**config.mk**
```make
export PLATFORM = sky130hd
export DESIGN_NAME = carry_chain_seq_adder
export DESIGN_NICKNAME = d
export VERILOG_FILES = /design/src/rtl/clb_arith_pkg.sv /design/src/rtl/carry_chain.sv /design/src/rtl/carry_chain_seq_adder.sv
export SDC_FILE = /design/constraint.sdc
export NUM_CORES = 1
export LEC_CHECK = 0
export ABC_AREA = 1
export ABC_CLOCK_PERIOD_IN_PS = 3800
export CAP_MARGIN = 10
export CORE_ASPECT_RATIO = 0.6
export CORE_MARGIN = 2
export CORE_UTILIZATION = 45
export CTS_BUF_LIST = sky130_fd_sc_hd__clkbuf_8
export CTS_CLUSTER_DIAMETER = 60
export DETAILED_ROUTE_END_ITERATION = 6
export PLACE_DENSITY_LB_ADDON = 0.2
export SYNTH_ARGS = -nofsm -noshare
export SYNTH_HDL_FRONTEND = slang
export SYNTH_HIERARCHICAL = 1
export SYNTH_SLANG_ARGS = --single-unit
```
**constraint.sdc**
```tcl
create_clock -name clk -period 3.8 [get_ports clk]
set_input_delay 0.57 -clock clk [delete_from_list [all_inputs] [get_ports clk]]
set_output_delay 0.57 -clock clk [all_outputs]
set_load 0.03 [all_outputs]
```
**src/rtl/clb_arith_pkg.sv**
```systemverilog
// Shared definitions for the CLB arithmetic blocks: sequencer states,
// counter sizing and the slice-offset helper.
package clb_arith_pkg;

    typedef enum logic [1:0] {
        ST_IDLE = 2'd0,
        ST_RUN  = 2'd1,
        ST_DONE = 2'd2
    } seq_state_e;

    // ceil(log2(n)), never narrower than one bit
    function automatic int unsigned cnt_width(input int unsigned n);
        int unsigned w;
        if (n > 32'd1) begin
            w = $clog2(n);
        end else begin
            w = 32'd1;
        end
        return w;
    endfunction

    localparam int unsigned DEF_BEATS = 32'd4;
    localparam int unsigned CNT_W     = cnt_width(DEF_BEATS);

    // Bit offset of slice idx inside a word made of slice_w-bit slices
    function automatic int unsigned slice_base(input int unsigned idx, input int unsigned slice_w);
        return idx * slice_w;
    endfunction

endpackage

```
**src/rtl/carry_chain.sv**
```systemverilog
// One CLB-sized ripple carry chain: a carry mux per bit selected by propagate,
// with the sum formed as P ^ carry.
module carry_chain #(
    parameter int unsigned INPUTS = 4
) (
    input  logic [INPUTS-1:0] p_i,
    input  logic [INPUTS-1:0] g_i,
    input  logic              ci_i,
    output logic [INPUTS-1:0] s_o,
    output logic              co_o,
    output logic              cmsb_o
);

    logic [INPUTS:0] c_s;

    // Mux chain: propagate passes the incoming carry, otherwise generate decides
    always_comb begin
        c_s[0] = ci_i;
        for (int i = 0; i < int'(INPUTS); i++) begin
            if (p_i[i]) begin
                c_s[i+1] = c_s[i];
            end else begin
                c_s[i+1] = g_i[i];
            end
        end
    end

    assign s_o    = p_i ^ c_s[INPUTS-1:0];
    assign co_o   = c_s[INPUTS];
    assign cmsb_o = c_s[INPUTS-1];

endmodule

```
**src/rtl/carry_chain_seq_adder.sv**
```systemverilog
// Wide add/subtract sequencer: streams WIDTH-bit operands through one
// INPUTS-bit carry_chain, LSB slice first, with the carry held between beats.
module carry_chain_seq_adder
    import clb_arith_pkg::*;
#(
    parameter int unsigned INPUTS = 4,
    parameter int unsigned BEATS  = 4,
    parameter int unsigned WIDTH  = INPUTS * BEATS
) (
    input  logic             clk,
    input  logic             rst_n,
    input  logic             in_valid,
    output logic             in_ready,
    input  logic [WIDTH-1:0] in_a,
    input  logic [WIDTH-1:0] in_b,
    input  logic             in_sub,
    input  logic             in_cin,
    output logic             out_valid,
    input  logic             out_ready,
    output logic [WIDTH-1:0] out_sum,
    output logic             out_cout,
    output logic             out_ovf
);

    localparam int unsigned      CW       = cnt_width(BEATS);
    localparam int unsigned      BW       = cnt_width(WIDTH);
    localparam logic [CW-1:0]    LAST_CNT = CW'(BEATS - 32'd1);

    seq_state_e       state_q, state_d;
    logic [CW-1:0]    cnt_q, cnt_d;
    logic [WIDTH-1:0] a_q, a_d;
    logic [WIDTH-1:0] b_q, b_d;
    logic [WIDTH-1:0] sum_q, sum_d;
    logic             carry_q, carry_d;
    logic             cout_q, cout_d;
    logic             ovf_q, ovf_d;
    logic             in_ready_q, in_ready_d;
    logic             out_valid_q, out_valid_d;

    logic [BW-1:0]     base_s;
    logic [INPUTS-1:0] p_s, g_s, s_s;
    logic              co_s, cmsb_s;

    assign base_s = BW'(slice_base(32'(cnt_q), INPUTS));
    assign p_s    = a_q[base_s +: INPUTS] ^ b_q[base_s +: INPUTS];
    assign g_s    = a_q[base_s +: INPUTS] & b_q[base_s +: INPUTS];

    carry_chain #(
        .INPUTS (INPUTS)
    ) u_chain (
        .p_i    (p_s),
        .g_i    (g_s),
        .ci_i   (carry_q),
        .s_o    (s_s),
        .co_o   (co_s),
        .cmsb_o (cmsb_s)
    );

    // Next-state, datapath updates and registered handshake outputs
    always_comb begin
        state_d = state_q;
        cnt_d   = cnt_q;
        a_d     = a_q;
        b_d     = b_q;
        sum_d   = sum_q;
        carry_d = carry_q;
        cout_d  = cout_q;
        ovf_d   = ovf_q;
        case (state_q)
            ST_IDLE: begin
                if (in_valid) begin
                    // Subtraction is A + ~B + 1; the +1 rides in on the carry register
                    a_d     = in_a;
                    b_d     = in_sub ? ~in_b : in_b;
                    carry_d = in_sub ? 1'b1 : in_cin;
                    cnt_d   = {CW{1'b0}};
                    state_d = ST_RUN;
                end else begin
                    state_d = ST_IDLE;
                end
            end
            ST_RUN: begin
                sum_d[base_s +: INPUTS] = s_s;
                carry_d                 = co_s;
                if (cnt_q == LAST_CNT) begin
                    cout_d  = co_s;
                    ovf_d   = cmsb_s ^ co_s;
                    cnt_d   = {CW{1'b0}};
                    state_d = ST_DONE;
                end else begin
                    cnt_d   = cnt_q + CW'(1);
                end
            end
            ST_DONE: begin
                if (out_ready) begin
                    state_d = ST_IDLE;
                end else begin
                    state_d = ST_DONE;
                end
            end
            default: begin
                state_d = ST_IDLE;
                cnt_d   = {CW{1'b0}};
            end
        endcase
        in_ready_d  = (state_d == ST_IDLE);
        out_valid_d = (state_d == ST_DONE);
    end

    // State and datapath registers with synchronous active-low reset
    always_ff @(posedge clk) begin
        if (!rst_n) begin
            state_q     <= ST_IDLE;
            cnt_q       <= {CW{1'b0}};
            a_q         <= {WIDTH{1'b0}};
            b_q         <= {WIDTH{1'b0}};
            sum_q       <= {WIDTH{1'b0}};
            carry_q     <= 1'b0;
            cout_q      <= 1'b0;
            ovf_q       <= 1'b0;
            in_ready_q  <= 1'b1;
            out_valid_q <= 1'b0;
        end else begin
            state_q     <= state_d;
            cnt_q       <= cnt_d;
            a_q         <= a_d;
            b_q         <= b_d;
            sum_q       <= sum_d;
            carry_q     <= carry_d;
            cout_q      <= cout_d;
            ovf_q       <= ovf_d;
            in_ready_q  <= in_ready_d;
            out_valid_q <= out_valid_d;
        end
    end

    assign in_ready  = in_ready_q;
    assign out_valid = out_valid_q;
    assign out_sum   = sum_q;
    assign out_cout  = cout_q;
    assign out_ovf   = ovf_q;

endmodule

```
# Yosys cells after proc, flatten, opt, wreduce, memory -nomap -nowiden
# Index checks and enable logic that the tools add are counted.
dict set report word_totals {
  ff_bits 57
  elab_cells 50
  in_bits 38
  output_inout_bits 20
}
dict set report classes {
  muxes 16
  shifts 4
  addsub 2
  n_bitwise 6
  n_reduce_logical 7
  n_eq_ne 5
}
# operator count
set op_table {}
lappend op_table {{16-bit by 5-bit variable part select with 4-bit output} 2}
lappend op_table {{16-bit bitwise mux} 1}
lappend op_table {{16-bit two-way mux} 1}
lappend op_table {{16-bit NOT} 1}
lappend op_table {{4-bit by 6-bit variable shift with 16-bit output (first input constant)} 1}
lappend op_table {{4-bit by 6-bit variable part select with 16-bit output} 1}
lappend op_table {{2-bit case mux with 3 select lines} 2}
lappend op_table {{2-bit two-way mux} 4}
lappend op_table {{2-bit AND reduction} 4}
lappend op_table {{4-bit XOR} 2}
lappend op_table {{1-bit two-way mux} 7}
lappend op_table {{2-bit == test (second input constant)} 3}
lappend op_table {{4-bit negator with 6-bit output} 1}
lappend op_table {{4-bit AND} 1}
lappend op_table {{2-bit zero test} 2}
lappend op_table {{2-bit by 1-bit adder with 2-bit output (second input constant)} 1}
lappend op_table {{2-bit by 1-bit == test with 1-bit output (second input constant)} 1}
lappend op_table {{2-bit inequality test (second input constant)} 1}
lappend op_table {{1-bit case mux with 2 select lines} 1}
lappend op_table {{2-bit nonzero test} 1}
lappend op_table {{1-bit NOT} 1}
lappend op_table {{1-bit XOR} 1}

# Depth between registers and ports, before layout
# Gate-level depths: netlist (run 1).
dict set report logic_depth {
  word_depth 8
  ltp_mapped 17
  ltp_nobuf 15
}

# Hierarchy
# Netlist (run 1), hierarchy kept.
# mod instances cells_each seq_area_each_um2 area_each_um2
set by_module_without_submodules {}
lappend by_module_without_submodules {carry_chain_seq_adder 1 351 1141.1 2635.0}
lappend by_module_without_submodules {carry_chain 1 21 0.0 107.6}

# Worst setup path before layout (run 1)
# OpenSTA, ideal clock, no wires.
dict set report synth_path {
  kind {reg2reg}
  start {register cnt_q[0]}
  end {register sum_q[14], in the netlist out_sum[14]}
  t_required_ps 3730
  stages_incl_launch_ff 14
  synth_period_minus_slack_ps 2194
  arrival_ps 2124
  path_slack_ps 1606
  setup_time_ps 70
  n_path_buf 2
  path_cell_list {dfxtp_1 -> buf_4 -> inv_2 -> clkbuf_2 -> o21ai_0 -> o22ai_1 -> ha_1 -> or2_1 -> nand2_1 -> xor2_1 -> inv_1 -> nor3_1 -> nand2_1 -> a21oi_1}
}
dict set report synth_via {
  word_cells_on_any_way 12
  cone_classes {1 x add/sub; 4 x shift; 4 x mux; 3 x bitwise}
}
# item line_no
set synth_lines {}
lappend synth_lines {{start: declaration} carry_chain_seq_adder.sv:30} ;# logic [CW-1:0] cnt_q, cnt_d;
lappend synth_lines {{start signal: assignment} carry_chain_seq_adder.sv:114} ;# cnt_q <= {CW{1'b0}};
lappend synth_lines {{start signal: assignment} carry_chain_seq_adder.sv:125} ;# cnt_q <= cnt_d;
lappend synth_lines {{16-bit by 5-bit variable part select with 4-bit output} carry_chain_seq_adder.sv:45} ;# assign p_s = a_q[base_s +: INPUTS] ^ b_q[base_s +: INPUTS];
lappend synth_lines {{4-bit XOR *} carry_chain_seq_adder.sv:45}
lappend synth_lines {{via p_s[1]} carry_chain_seq_adder.sv:41} ;# logic [INPUTS-1:0] p_s, g_s, s_s;
lappend synth_lines {{1-bit two-way mux *} carry_chain.sv:20} ;# if (p_i[i]) begin
lappend synth_lines {{4-bit XOR *} carry_chain.sv:28} ;# assign s_o = p_i ^ c_s[INPUTS-1:0];
lappend synth_lines {{via s_s[2]} carry_chain_seq_adder.sv:41}
lappend synth_lines {{4-bit by 6-bit variable part select with 16-bit output *} carry_chain_seq_adder.sv:83} ;# sum_d[base_s +: INPUTS] = s_s;
lappend synth_lines {{16-bit bitwise mux *} carry_chain_seq_adder.sv:83}
lappend synth_lines {{end signal: assignment} carry_chain_seq_adder.sv:117} ;# sum_q <= {WIDTH{1'b0}};
lappend synth_lines {{end signal: assignment} carry_chain_seq_adder.sv:128} ;# sum_q <= sum_d;
lappend synth_lines {{end: declaration} carry_chain_seq_adder.sv:33} ;# logic [WIDTH-1:0] sum_q, sum_d;
# Mark *: on every way through the listed nets, which the timed path passes. The rest lies on a longest branch.
# A chain may end at the register's enable or synchronous reset.

# Worst setup path after layout (run 1)
dict set report layout_path {
  start {register cnt_q[1]}
  end {register sum_q[6], in the netlist out_sum[6]}
}
# Same word-level chain as after synthesis.

==> results of run 1 <==
[path summary, 6_finish.rpt]
path,slack (ps),from,to,depth (start not counted)
max,1130,cnt_q[1],out_sum[6],11
max reg2reg,1130,cnt_q[1],out_sum[6],11
min,460,b_q[10],b_q[10],2
min reg2reg,460,b_q[10],b_q[10],2
[power groups by stage]
stage / clock network, mW / registers (mW) / logic, mW
after detailed placement: 0 / 0.669 / 0.324
final: 0.581 / 0.656 / 0.328
after CTS: 0.592 / 0.656 / 0.326
after floorplan: 0 / 0.671 / 0.222
after global placement: 0 / 0.667 / 0.317
after global routing: 0.625 / 0.660 / 0.372
[Yosys cell counts, types with 5 or more instances]
| cell type | instances | area share |
|---|---|---|
| o21ai_0 | 38 | 0.069 |
| nor2_1 | 59 | 0.081 |
| inv_1 | 16 | 0.022 |
| buf_4 | 8 | 0.022 |
| xor2_1 | 20 | 0.064 |
| a21oi_1 | 38 | 0.069 |
| o22ai_1 | 8 | 0.018 |
| nand2_1 | 81 | 0.11 |
| dfxtp_1 | 57 | 0.42 |
| ha_1 | 9 | 0.041 |
| buf_2 | 5 | 0.0091 |
[cells by family after synthesis]
group | Yosys count
AO/OA/AOI/OAI | 85
XOR/XNOR | 20
adder cells (fa/ha/maj) | 9
buffers and inverters | 40
flip-flops | 57
AND/OR/NAND/NOR | 161
[worst register-to-register path: cells and delay by family, from the launching register on]
kind	cells	cell delay (ps)
AOI/OAI and AO/OA	3	420
xor gates and xnor gates	1	180
adders and majority gates	1	330
buffers and inverters	2	360
DFF	1	540
and+or+nand+nor	4	770
[stage by stage]
stage,hold WS (ps),power [mW]
after floorplan,440,0.893
after global placement,454,0.985
after detailed placement,455,0.993
after CTS,465,1.57
after global routing,487,1.66
final,462,1.56
[layout make-up]
| type | instances | area, µm² | share of cell area |
|---|---|---|---|
| multi-input combinational | 275 | 1410 | 0.400 |
| inverter | 20 | 75.1 | 0.0213 |
| tap | 80 | 100 | 0.0284 |
| timing repair buffer | 60 | 593 | 0.168 |
| clock inverter | 4 | 42.5 | 0.0121 |
| sequential | 57 | 1140 | 0.324 |
| clock buffer | 12 | 165 | 0.0468 |
[placed cells by master, fill, tap and decap left out, types with 4 or more instances in the layout]
cell,n
inv_1,18
inv_2,4
a21oi_1,38
o22ai_1,8
nand2_1,81
o21ai_0,38
nor2_1,59
nand3_1,4
nand4_1,4
ha_1,9
clkdlybuf4s50_1,57
xor2_1,20
clkbuf_8,12
nand3_2,4
dfxtp_1,57
[state kept, by name, summed over array words and instances, names as in the netlist]
name / flops
a_q: 16
b_q: 16
out_sum: 16
cnt_q: 2
state_q: 2
carry_q: 1
in_ready: 1
out_cout: 1
out_ovf: 1
out_valid: 1
[layer usage]
| metal | track usage | wire, µm | vias to the layer above |
|---|---|---|---|
| met3 | 0.0765 | 410 | 9 |
| met2 | 0.287 | 2580 | 67 |
| met1 | 0.304 | 3460 | 1105 |
| met4 | 0.0933 | 90 | 0 |
| met5 | 0 | 0 | - |
| li1 | - | - | 1310 |
==> metrics, run 1 <==
max-cap violation count=0; most common flop cell mapped by yosys=dfxtp_1; Power Density=444 mW/mm²; Worst setup EP type=register; Final #Nets=470; Post-synth EDFFs=0; Yosys reg bits=57; Compound-Gate Fraction of Synth Area=0.160; starting density of the core=0.479; XOR/XNOR share of the synthesized area=0.0639; CTS tree=done; largest net degree at the start of global routing=35; antenna diode instance count=0; sequential share of the synthesized area=0.416; Worst Path Buf+Inv=2; static leakage=1.41 nW; Clock Sinks=57; CTS buffer count=9; Clock Skew=6.30 ps; Synth Area per Inst=7.37 µm²; Post-Synth Adder-Cell Area=0.0411; synthesized area=about 0.0027 mm²; Startpoint Class=register; Final Cycle Share=0.702; switching share of power=0.288; layout cells sized above 1=0.0724; Crit-path slowest cell=dfxtp_1; pre-CTS setup slack=about 1200 ps; worst setup margin=1130 ps; Post-DP Area=0.00332 mm²; Post-CTS Setup Bufs=0; clk slew on worst S/H paths=60 ps; peak supply drop=188 µV; boundary pin count=58; CP Max Fanout=12; net switching power=451 µW; Pre-antenna DRT Iters=5; Yosys warning count=6; TNS Setup=0 ps; DP HPWL=4.79 mm; Worst Tran Pin Value=861 ps; clock network power share=0.371; Max Slew Vio Count=0; Cell Int Power=1.11 mW; CP peak stage delay=540 ps; post-route minimum period=2670 ps; fillcell total=527; multiplexer share of the synthesized area=0; Via-to-Cell Ratio=4.90; post-route cell area=0.00353 mm²; Fmax=0.375 GHz; worst-path cell chain=inv_1, o21ai_0, o22ai_1, ha_1, or2_1, nand2_1, xor2_1, inv_1, nor3_1, nand2_1, a21oi_1; status=finished, final reports clean; Non-Filler Instances=508; Synthesized Nets=between 400 and 500; total gr overflow=0; via count=2,491; Routed Antenna Nets=0; final WL=6.54 mm; Hold Buf Count CTS=0; Logic pwr share=0.209; WL per Instance=roughly 13 µm; DRT iter0 DRCs=roughly 190; Final setup viols=0; initial antenna violation count=0; CTS resizes=0; Setup CP Type=register to register; Die Span Y=64.5 µm; vias in the first global route=2,327; gr usage total=0.214; library cells used by synthesis=28; RSZ-0062 raised after global routing=false; Gate Count Post-Synth=372; Req. time, crit path=4070 ps; CTS Buffer Depth=2; Layout Utilization=0.616; Rel. slew slack=0.424; kind of cell adding the most delay to the critical path=simple AND/OR/NAND/NOR gates; asr flop ratio synth=0; DR DRC count=0; combinational family with the most area after synthesis=simple AND/OR/NAND/NOR gates; clk_lat worst skew=340 ps; final hold violations=0; Post-Synth Simple-Gate Area=0.250; H-Tree Depth=3; Die Wd=between 100 and 150 µm; placed cell count=492; CP arrival=about 3000 ps; root buf cell=clkbuf_8; die area=just under 0.007 mm²; Worst Hold Class=register to register; Flop pwr share=0.419; Rows=21; IO buf count=57; core area=0.00573 mm²; first-pass GRT wire length=11.2 mm; area delta synth->final=28.6%; RePlAce Congestion=between 0.8 and 0.9
Note: power is estimated with default switching activity, not from simulation.
==> run 2: changes to the inputs <==
--- a/config.mk
+++ b/config.mk
@@ -6,7 +6,7 @@
 export NUM_CORES = 1
 export LEC_CHECK = 0
 export ABC_AREA = 1
-export ABC_CLOCK_PERIOD_IN_PS = 3800
+export ABC_CLOCK_PERIOD_IN_PS = 2400
 export CAP_MARGIN = 10
 export CORE_ASPECT_RATIO = 0.6
 export CORE_MARGIN = 2
==> constraint.sdc (replaced) <==
create_clock -name clk -period 2.4 [get_ports clk]
set_input_delay 0.36 -clock clk [delete_from_list [all_inputs] [get_ports clk]]
set_output_delay 0.36 -clock clk [all_outputs]
set_load 0.03 [all_outputs]
==> metrics, run 2 (same netlist as run 1, synthesis figures left out) <==
die area=0.00676 mm² (unchanged); core area=0.00573 mm² (unchanged); antenna diode instance count=0 (unchanged); Die Wd=105 µm (unchanged); clk_lat worst skew=340 ps (about the same); IO buf count=57 (unchanged); Setup CP Type=register to register; Req. time, crit path=2660 ps (-1410 ps); Clock Skew=8.74 ps (+2.45 ps); Rows=21 (unchanged); Clock Sinks=57 (unchanged); FF+latch area=0.00115 mm² (+0.44%); peak supply drop=312 µV (+66%); area delta synth->final=33.1%; worst setup margin=163 ps (-970 ps); RePlAce Congestion=0.865 (-1.0%); clk slew on worst S/H paths=60 ps (about the same); initial antenna violation count=0 (unchanged); Rel. slew slack=0.523 (+0.0983); root buf cell=clkbuf_8; status=finished, final reports clean; Max Slew Vio Count=0 (unchanged); DRT iter0 DRCs=116 (-38%); Worst Hold Class=register to register; CP arrival=2500 ps (-440 ps); CTS buffer count=9 (unchanged); Worst setup EP type=register; Startpoint Class=register; Power Density=681 mW/mm² (+54%); RSZ-0062 raised after global routing=false; DR DRC count=0 (unchanged); boundary pin count=58 (unchanged); fillcell total=526 (-0.19%); Via-to-Cell Ratio=4.97 (+1.3%); Multi-input gate area=0.00143 mm² (+1.3%); post-route minimum period=2240 ps (-430 ps); Worst Tran Pin Value=715 ps (-146 ps); Die Span Y=64.5 µm (unchanged); final hold violations=0 (unchanged); Routed Antenna Nets=0 (unchanged); Pre-antenna DRT Iters=4 (-1); most frequent cells in the layout=81 x nand2_1, 59 x nor2_1, 57 x clkdlybuf4s50_1, 55 x dfxtp_1, 37 x a21oi_1; Fmax=0.447 GHz (+19%); starting density of the core=0.479 (unchanged); Hold WS=463 ps (+0.860 ps); gr usage total=0.210 (-0.00334); commonest non-fill, non-tap cell in the layout=nand2_1; Final #Nets=482 (+2.6%); final WL=6.87 mm (+5.0%); TNS Setup=0 ps (unchanged); max-cap violation count=0 (unchanged); DP HPWL=4.93 mm (+2.9%); CTS tree=done; vias in the first global route=2,313 (-0.60%); H-Tree Depth=3 (unchanged); WL per Instance=13.2 µm (+2.6%); Hold Buf Count CTS=0 (unchanged); Final Cycle Share=0.932 (+0.230); via count=2,584 (+3.7%); largest net degree at the start of global routing=34 (-2.9%); CTS Buffer Depth=2 (unchanged); layout cells sized above 1=0.116 (+0.0435); static leakage=1.47 nW (+4.0%); pre-CTS setup slack=80.2 ps (-1170 ps); Layout Utilization=0.637 (+0.0216); total gr overflow=0 (unchanged); Final setup viols=0 (unchanged); first-pass GRT wire length=11.0 mm (-1.5%); Total Power=2.49 mW (+59%); CP Max Fanout=17 (+5)
-- run 2: worst paths after layout --
kind                 to        from  slack (ps)  depth (start not counted)
max          out_sum[6]    cnt_q[0]         160                         11
min          out_sum[4]  out_sum[4]         460                          2
max reg2reg  out_sum[6]    cnt_q[0]         160                         11
min reg2reg  out_sum[4]  out_sum[4]         460                          2
-- run 2: timing repair --
item | 4_1_cts | 5_1_grt
setup endpoints to repair | 0 | 9
setup buffers | 0 | 7
gates resized for setup | 0 | 18
endpoints found under the hold margin | 0 | 0
-- run 2: power by group --
group	internal, mW	switching, mW
sequential	1.00	0.0392
clock	0.499	0.385
combinational	0.237	0.324
-- run 2: worst max-delay path, stage by stage (launching register included) --
cell     delay, ps
dfxtp_4        370
buf_12         150
o21ai_0        160
o22ai_1        110
ha_1           340
or2_1          260
nand2_1         80
xor2_1         190
inv_1           90
nor3_2         200
nand2_1         80
a21oi_1        120
-- run 2: cell type report --
cell class,count,area share
Clock buffer,10,0.0377
Clock inverter,6,0.0161
Inverter,20,0.0219
Multi-Input combinational cell,275,0.391
Sequential cell,57,0.314
Tap cell,80,0.0274
Timing Repair Buffer,72,0.192
-- run 2: per-layer routing --
layer | wire [µm] | part of all wire | vias up | global-route usage
met5 | 0 | 0 | - | 0
met3 | 447 | 0.065 | 5 | 0.0644
met2 | 2840 | 0.41 | 73 | 0.301
met4 | 57 | 0.0083 | 0 | 0.0800
met1 | 3520 | 0.51 | 1174 | 0.296
li1 | - | - | 1332 | -
-- run 2: per-stage QoR --
stage          instances  area [µm²]
2_1_floorplan        372        2740
3_3_place_gp         497        3360
6_report             520        3650
3_5_place_dp         497        3360
5_1_grt              520        3650
4_1_cts              513        3550
==> run 3: changes to the inputs <==
--- a/config.mk
+++ b/config.mk
@@ -15,7 +15,8 @@
 export CTS_CLUSTER_DIAMETER = 60
 export DETAILED_ROUTE_END_ITERATION = 6
 export PLACE_DENSITY_LB_ADDON = 0.2
+export REMOVE_ABC_BUFFERS = 1
+export SLEW_MARGIN = 20
 export SYNTH_ARGS = -nofsm -noshare
 export SYNTH_HDL_FRONTEND = slang
-export SYNTH_HIERARCHICAL = 1
 export SYNTH_SLANG_ARGS = --single-unit
==> metrics, run 3 <==
status=finished with violations; violated checks=negative setup slack; Crit-path slowest cell=fa_1; WL per Instance=12.6 µm (-4.9%); total gr overflow=0 (unchanged); FF-to-FF End=out_sum[7]; Yosys warning count=0 (-6); vias in the first global route=2,350 (+1.6%); largest net degree at the start of global routing=50 (+47%); gr usage total=0.207 (-0.00303); Synth Area per Inst=7.06 µm² (-4.2%); Clock Skew=4.67 ps (-4.08 ps); Rel. slew slack=0.724 (+0.202); most common flop cell mapped by yosys=dfxtp_1; Post-DP Area=0.00342 mm² (+1.9%); Gate Count Post-Synth=389 (+4.6%); Yosys top cell area share=0.415 (-0.000569); CP Max Fanout=7 (-10); Final setup viols=10 (+10); Req. time, crit path=2630 ps (-30 ps); hold endpoint=out_sum[12]; boundary pin count=58 (unchanged); Cell Int Power=1.65 mW (-5.2%); Worst Tran Pin Value=413 ps (-302 ps); CTS Buffer Depth=2 (unchanged); initial antenna violation count=0 (unchanged); CTS buffer count=9 (unchanged); routed wl met3=531 µm (+19%); post-route minimum period=2720 ps (+487 ps); clk slew on worst S/H paths=60 ps (about the same); synthesized area=0.00275 mm² (+0.14%); Pre-antenna DRT Iters=4 (unchanged); post-route cell area=0.00367 mm² (+0.65%); Rows=21 (unchanged); max-cap violation count=0 (unchanged); clock network power share=0.341 (-0.014); antenna diode instance count=0 (unchanged); Synth area leader=dfxtp_1; Logic pwr share=0.207 (-0.018); peak supply drop=341 µV (+9.2%); RePlAce Congestion=0.885 (+2.3%); sequential share of the synthesized area=0.415 (-0.000569); H-Tree Depth=3 (unchanged); asr flop ratio synth=0 (unchanged); Worst R2R Start=cnt_q[0]; Fmax=0.367 GHz (-18%); Setup CP Type=register to register; root buf cell=clkbuf_8; clk_lat worst skew=340 ps (about the same); Post-synth EDFFs=0 (unchanged); Die Span Y=64.5 µm (about the same); Worst Hold Class=register to register; CP startpoint=cnt_q[0]; pre-CTS setup slack=-561 ps (-641 ps); CP arrival=2950 ps (+450 ps); min-delay src=out_sum[12]; area delta synth->final=33.8%; final WL=6.77 mm (-1.5%); Die Wd=105 µm (about the same); final hold violations=0 (unchanged); DR DRC count=0 (unchanged); DRT iter0 DRCs=181 (+56%); WHS Path Cells=2 (unchanged); switching share of power=0.290 (-0.0110); Total Power=2.32 mW (-6.7%); die area=0.00676 mm² (+0.14%); Startpoint Class=register; Yosys reg bits=57 (unchanged); starting density of the core=0.479 (+0.000655); top sig layer=met4; Clock Sinks=57 (unchanged); Commonest cells post-synth=107 x nor2_1, 62 x nand2_1, 57 x dfxtp_1, 48 x o21ai_0, 25 x inv_1; library cells used by synthesis=24 (-14%); static leakage=1.57 nW (+6.7%); layout cells sized above 1=0.113 (-0.00262); fillcell total=527 (+0.19%); CP most frequent cell=fa_2; Via-to-Cell Ratio=4.86 (-2.3%); DP HPWL=4.62 mm (-6.2%); Final Cycle Share=1.14 (+0.203); RSZ-0062 raised after global routing=true; Max Slew Vio Count=0 (unchanged); net switching power=672 µW (-10%); worst reg-to-reg path cell count=14 (+3); wire length on met2=2.65 mm (-6.7%); worst-path cell chain=o21ai_0, nor2_1, a21oi_2, fa_2, fa_2, fa_2, inv_2, fa_1, nand2_2, nor2_2, nand2_1, nand2_1, inv_1, nor2_1; largest cells by area after synthesis=dfxtp_1 42%, nor2_1 15%, o21ai_0 8.7%; core area=0.00573 mm² (unchanged); TNS Setup=-1460 ps (-1460 ps); CTS tree=done; CP peak stage delay=430 ps (+60 ps); met1 WL=3.44 mm (-2.4%); Routed Antenna Nets=0 (unchanged); Final #Nets=502 (+4.1%); R2R setup slack=-320 ps (-490 ps); IO buf count=57 (unchanged); cell with the most instances after synthesis=nor2_1; Power Density=632 mW/mm² (-7.3%); Layout Utilization=0.642 (+0.00415); worst setup margin=-324 ps (-487 ps); Flop pwr share=0.452 (+0.033); Worst setup EP type=register; first-pass GRT wire length=10.9 mm (-0.88%); via count=2,618 (+1.3%); commonest non-fill, non-tap cell in the layout=nor2_1; most frequent cells in the layout=106 x nor2_1, 61 x nand2_1, 57 x clkdlybuf4s50_1, 55 x dfxtp_1, 45 x o21ai_0
## run 3: cell count changes after synthesis, moves of 10 or more
cell | before | now
nand2_1 | 81 | 62
xnor2_1 | 0 | 17
a21oi_1 | 38 | 23
xor2_1 | 20 | 0
nor2_1 | 59 | 107
o21ai_0 | 38 | 48
## run 3: cell families after synthesis
group           after synthesis  synth area share
buf+inv                      47            0.0747
simple gates                184             0.263
xor+xnor                     17            0.0542
compound gates               74             0.136
fa+ha+maj                    10            0.0565
flops                        57             0.415
## run 3: timing repair
action                     4_1_cts  5_1_grt
hold endpoints to repair         0        0
setup buffers                    3        1
setup endpoints to repair       11       11
pin swaps                        5        0
resized for setup               17        6
hold buffers                     0        0
## run 3: cell type report
cell class | count | area (µm²) | area share
clock buffers | 11 | 151 | 0.0412
clock inverters | 5 | 22.5 | 0.00613
inverters | 28 | 105 | 0.0286
multi-input cells | 285 | 1440 | 0.393
flip-flops and latches | 57 | 1150 | 0.312
well taps | 80 | 100 | 0.0272
repair buffers | 73 | 707 | 0.192
## run 3: power groups by stage
stage | clock (mW) | combinational (mW) | sequential (mW)
after detailed placement | 0 | 0.446 | 1.07
after CTS | 0.806 | 0.464 | 1.05
final | 0.791 | 0.480 | 1.05
after global routing | 0.851 | 0.529 | 1.06
after global placement | 0 | 0.439 | 1.07
after floorplan | 0 | 0.237 | 1.09
## run 3: how the worst max path moves through the flow
stage                            end  slack [ps]
after floorplan           out_sum[7]        -780
after global placement    out_sum[7]        -480
after detailed placement  out_sum[7]        -560
after CTS                 out_sum[7]        -270
after global routing      out_sum[7]        -440
final                     out_sum[7]        -320
## run 3: routing by layer
layer / GRT usage / vias up
met5: 0 / -
met4: 0.0850 / 0
met3: 0.0714 / 16
met2: 0.289 / 96
met1: 0.291 / 1154
li1: - / 1352
## run 3: per-stage QoR
step,std cells,hold slack (ps)
floorplan,370,436
global placement,519,456
detailed placement,519,457
CTS,538,467
global route,539,483
finish,539,464
## run 3: worst max-delay path, delay by kind of cell (launching register included)
kind | cells | cell delay, ps
buffers and inverters | 2 | 120
and+or+nand+nor | 6 | 420
adders and majority gates | 4 | 1510
DFF | 1 | 390
AOI/OAI and AO/OA | 2 | 180
==> RTL change: new RTL, config.mk and constraints of run 2 <==
Change the parameter `BEATS` from 4 to 8.
--- a/src/rtl/carry_chain_seq_adder.sv
+++ b/src/rtl/carry_chain_seq_adder.sv
@@ -4,7 +4,7 @@
     import clb_arith_pkg::*;
 #(
     parameter int unsigned INPUTS = 4,
-    parameter int unsigned BEATS  = 4,
+    parameter int unsigned BEATS  = 8,
     parameter int unsigned WIDTH  = INPUTS * BEATS
 ) (
     input  logic             clk,
Interface: changed (resized in_a, in_b and out_sum); port bits go from 58 to 106. The function was not compared with the original's and may differ.
==> RTL change against run 2 <==
  * The flow now finishes with violations (setup timing)
  * Die area rose by 81%
  * Setup slack got worse by 0.45 ns
  * Synthesized cell count rose by 95%
  * Non-clock buffer count rose by 76
  * Power rose by 72%
  * Sequential cell count rose by 49
  * Critical path depth rose by 6
  * Design area rose by 91%
  * Area after synthesis rose by 86%
  * Wire length rose by 110%
  * Critical endpoint unchanged
  * Largest cell class unchanged
  * Largest power group unchanged
==> RTL change: results (changes against run 2) <==
[layout]
drive_above_1_share_pct = 13.8  ; was 11.6%
nets = 923  ; was 482

[grt]
grtUsageMet2_pct = 32.1  ; was 30.1%
met1_usage_pct = 37.3  ; was 29.6%
gr-usage-all-layers_pct = 23.3  ; was 21.0%
grtUsageMet3_pct = 4.48  ; was 6.44%
grt_start_max_net_pins = 70  ; was 34
grt_pass1_wl_um = 22400  ; was 11000 µm

[setup_path]
max_stage_delay_ns = 0.41  ; was 0.37 ns
cp.arrival_ns = 3.00  ; was 2.50 ns
critPathMaxFanout = 7  ; was 17

[run_status]
status = complete, but fails checks  ; was complete, no violations
violations = setup timing

[min_path]
hp-class = input pin to register  ; was register to register

[sta]
relSlewSlack_pct = 44.2  ; was 52.3%
setup_ws_ns = -0.284  ; was 0.163 ns
setup_viol = 33  ; was 0
tns_ns = -4.33  ; was 0 ns

[power_and_ir_drop]
irDropWorstVdd_mv = 0.320  ; was 0.312 mV

[drt]
drtIter0Drc = 377  ; was 116

[place]
gp_congestion = 0.883  ; was 0.865
place_area_mm2 = 0.00642  ; was 0.00336 mm²
dpl.hpwl_um = 10500  ; was 4930 µm

[clocking]
clk_pin_slew_ns = 0.11  ; was 0.06 ns

[synthesis]
synth.top_cell.area_share_pct = 41.5  ; was 41.6%
synth.area.top_cells = dfxtp_1, nor2_1, o21ai_0  ; was dfxtp_1, nand2_1, nor2_1

[RTL change: cell type report]
| type | count | area, µm² | area share (%) |
|---|---|---|---|
| clock buffers | 9 | 124 | 1.77 |
| clock inverters | 7 | 56.3 | 0.806 |
| inverters | 54 | 208 | 2.97 |
| multi-input cells | 523 | 2820 | 40.4 |
| flip-flops and latches | 106 | 2130 | 30.4 |
| well taps | 144 | 180 | 2.58 |
| repair buffers | 148 | 1470 | 21.1 |
[RTL change: what timing repair did]
action / 4_1_cts / 5_1_grt
buffers inserted: 4 / 5
setup endpoints to repair: 19 / 32
pin swaps: 5 / 27
gates resized for setup: 20 / 52
cloned: 0 / 2
hold buffers: 0 / 0
[RTL change: power by group]
part           switching [mW]  internal, mW  total, mW
logic                   0.708         0.596       1.30
clock network           0.643         0.386       1.03
registers              0.0743          1.87       1.94
[RTL change: per-layer routing]
layer  routed length (µm)  part of all wire [%]
met2                 5880                    40
met4                  116                  0.79
met1                 7630                    52
met5                    0                     0
met3                 1030                   7.0
[RTL change: tightest hold or removal path, delay by kind of cell]
| kind | cells | cell delay (ns) |
|---|---|---|
| buf+inv | 1 | 0.26 |
| simple gates | 2 | 0.16 |
[RTL change: worst paths after layout]
path                 end      from  slack, ns  cells past startpoint
max           out_sum[6]  cnt_q[0]      -0.28                     17
min          out_sum[27]     rst_n       0.44                      3
max reg2reg   out_sum[6]  cnt_q[0]      -0.28                     17
min reg2reg      b_q[30]   b_q[30]       0.46                      2
[RTL change: metrics by stage]
step / instances / setup WS, ns
floorplan: 724 / 0.0580
global placement: 964 / -0.109
detailed placement: 964 / -0.170
CTS: 984 / -0.0369
global route: 991 / -0.348
finish: 991 / -0.284
[RTL change: cell families (layout without fill, tap and decap cells)]
family,Yosys count,count (layout),share of synthesized area [%]
AND/OR/NAND/NOR,311,311,24.5
AO/OA/AOI/OAI,165,165,17.1
flip-flops,106,106,41.5
buffers and inverters,95,218,8.03
XOR/XNOR,36,36,6.17
adder cells (fa/ha/maj),11,11,2.69
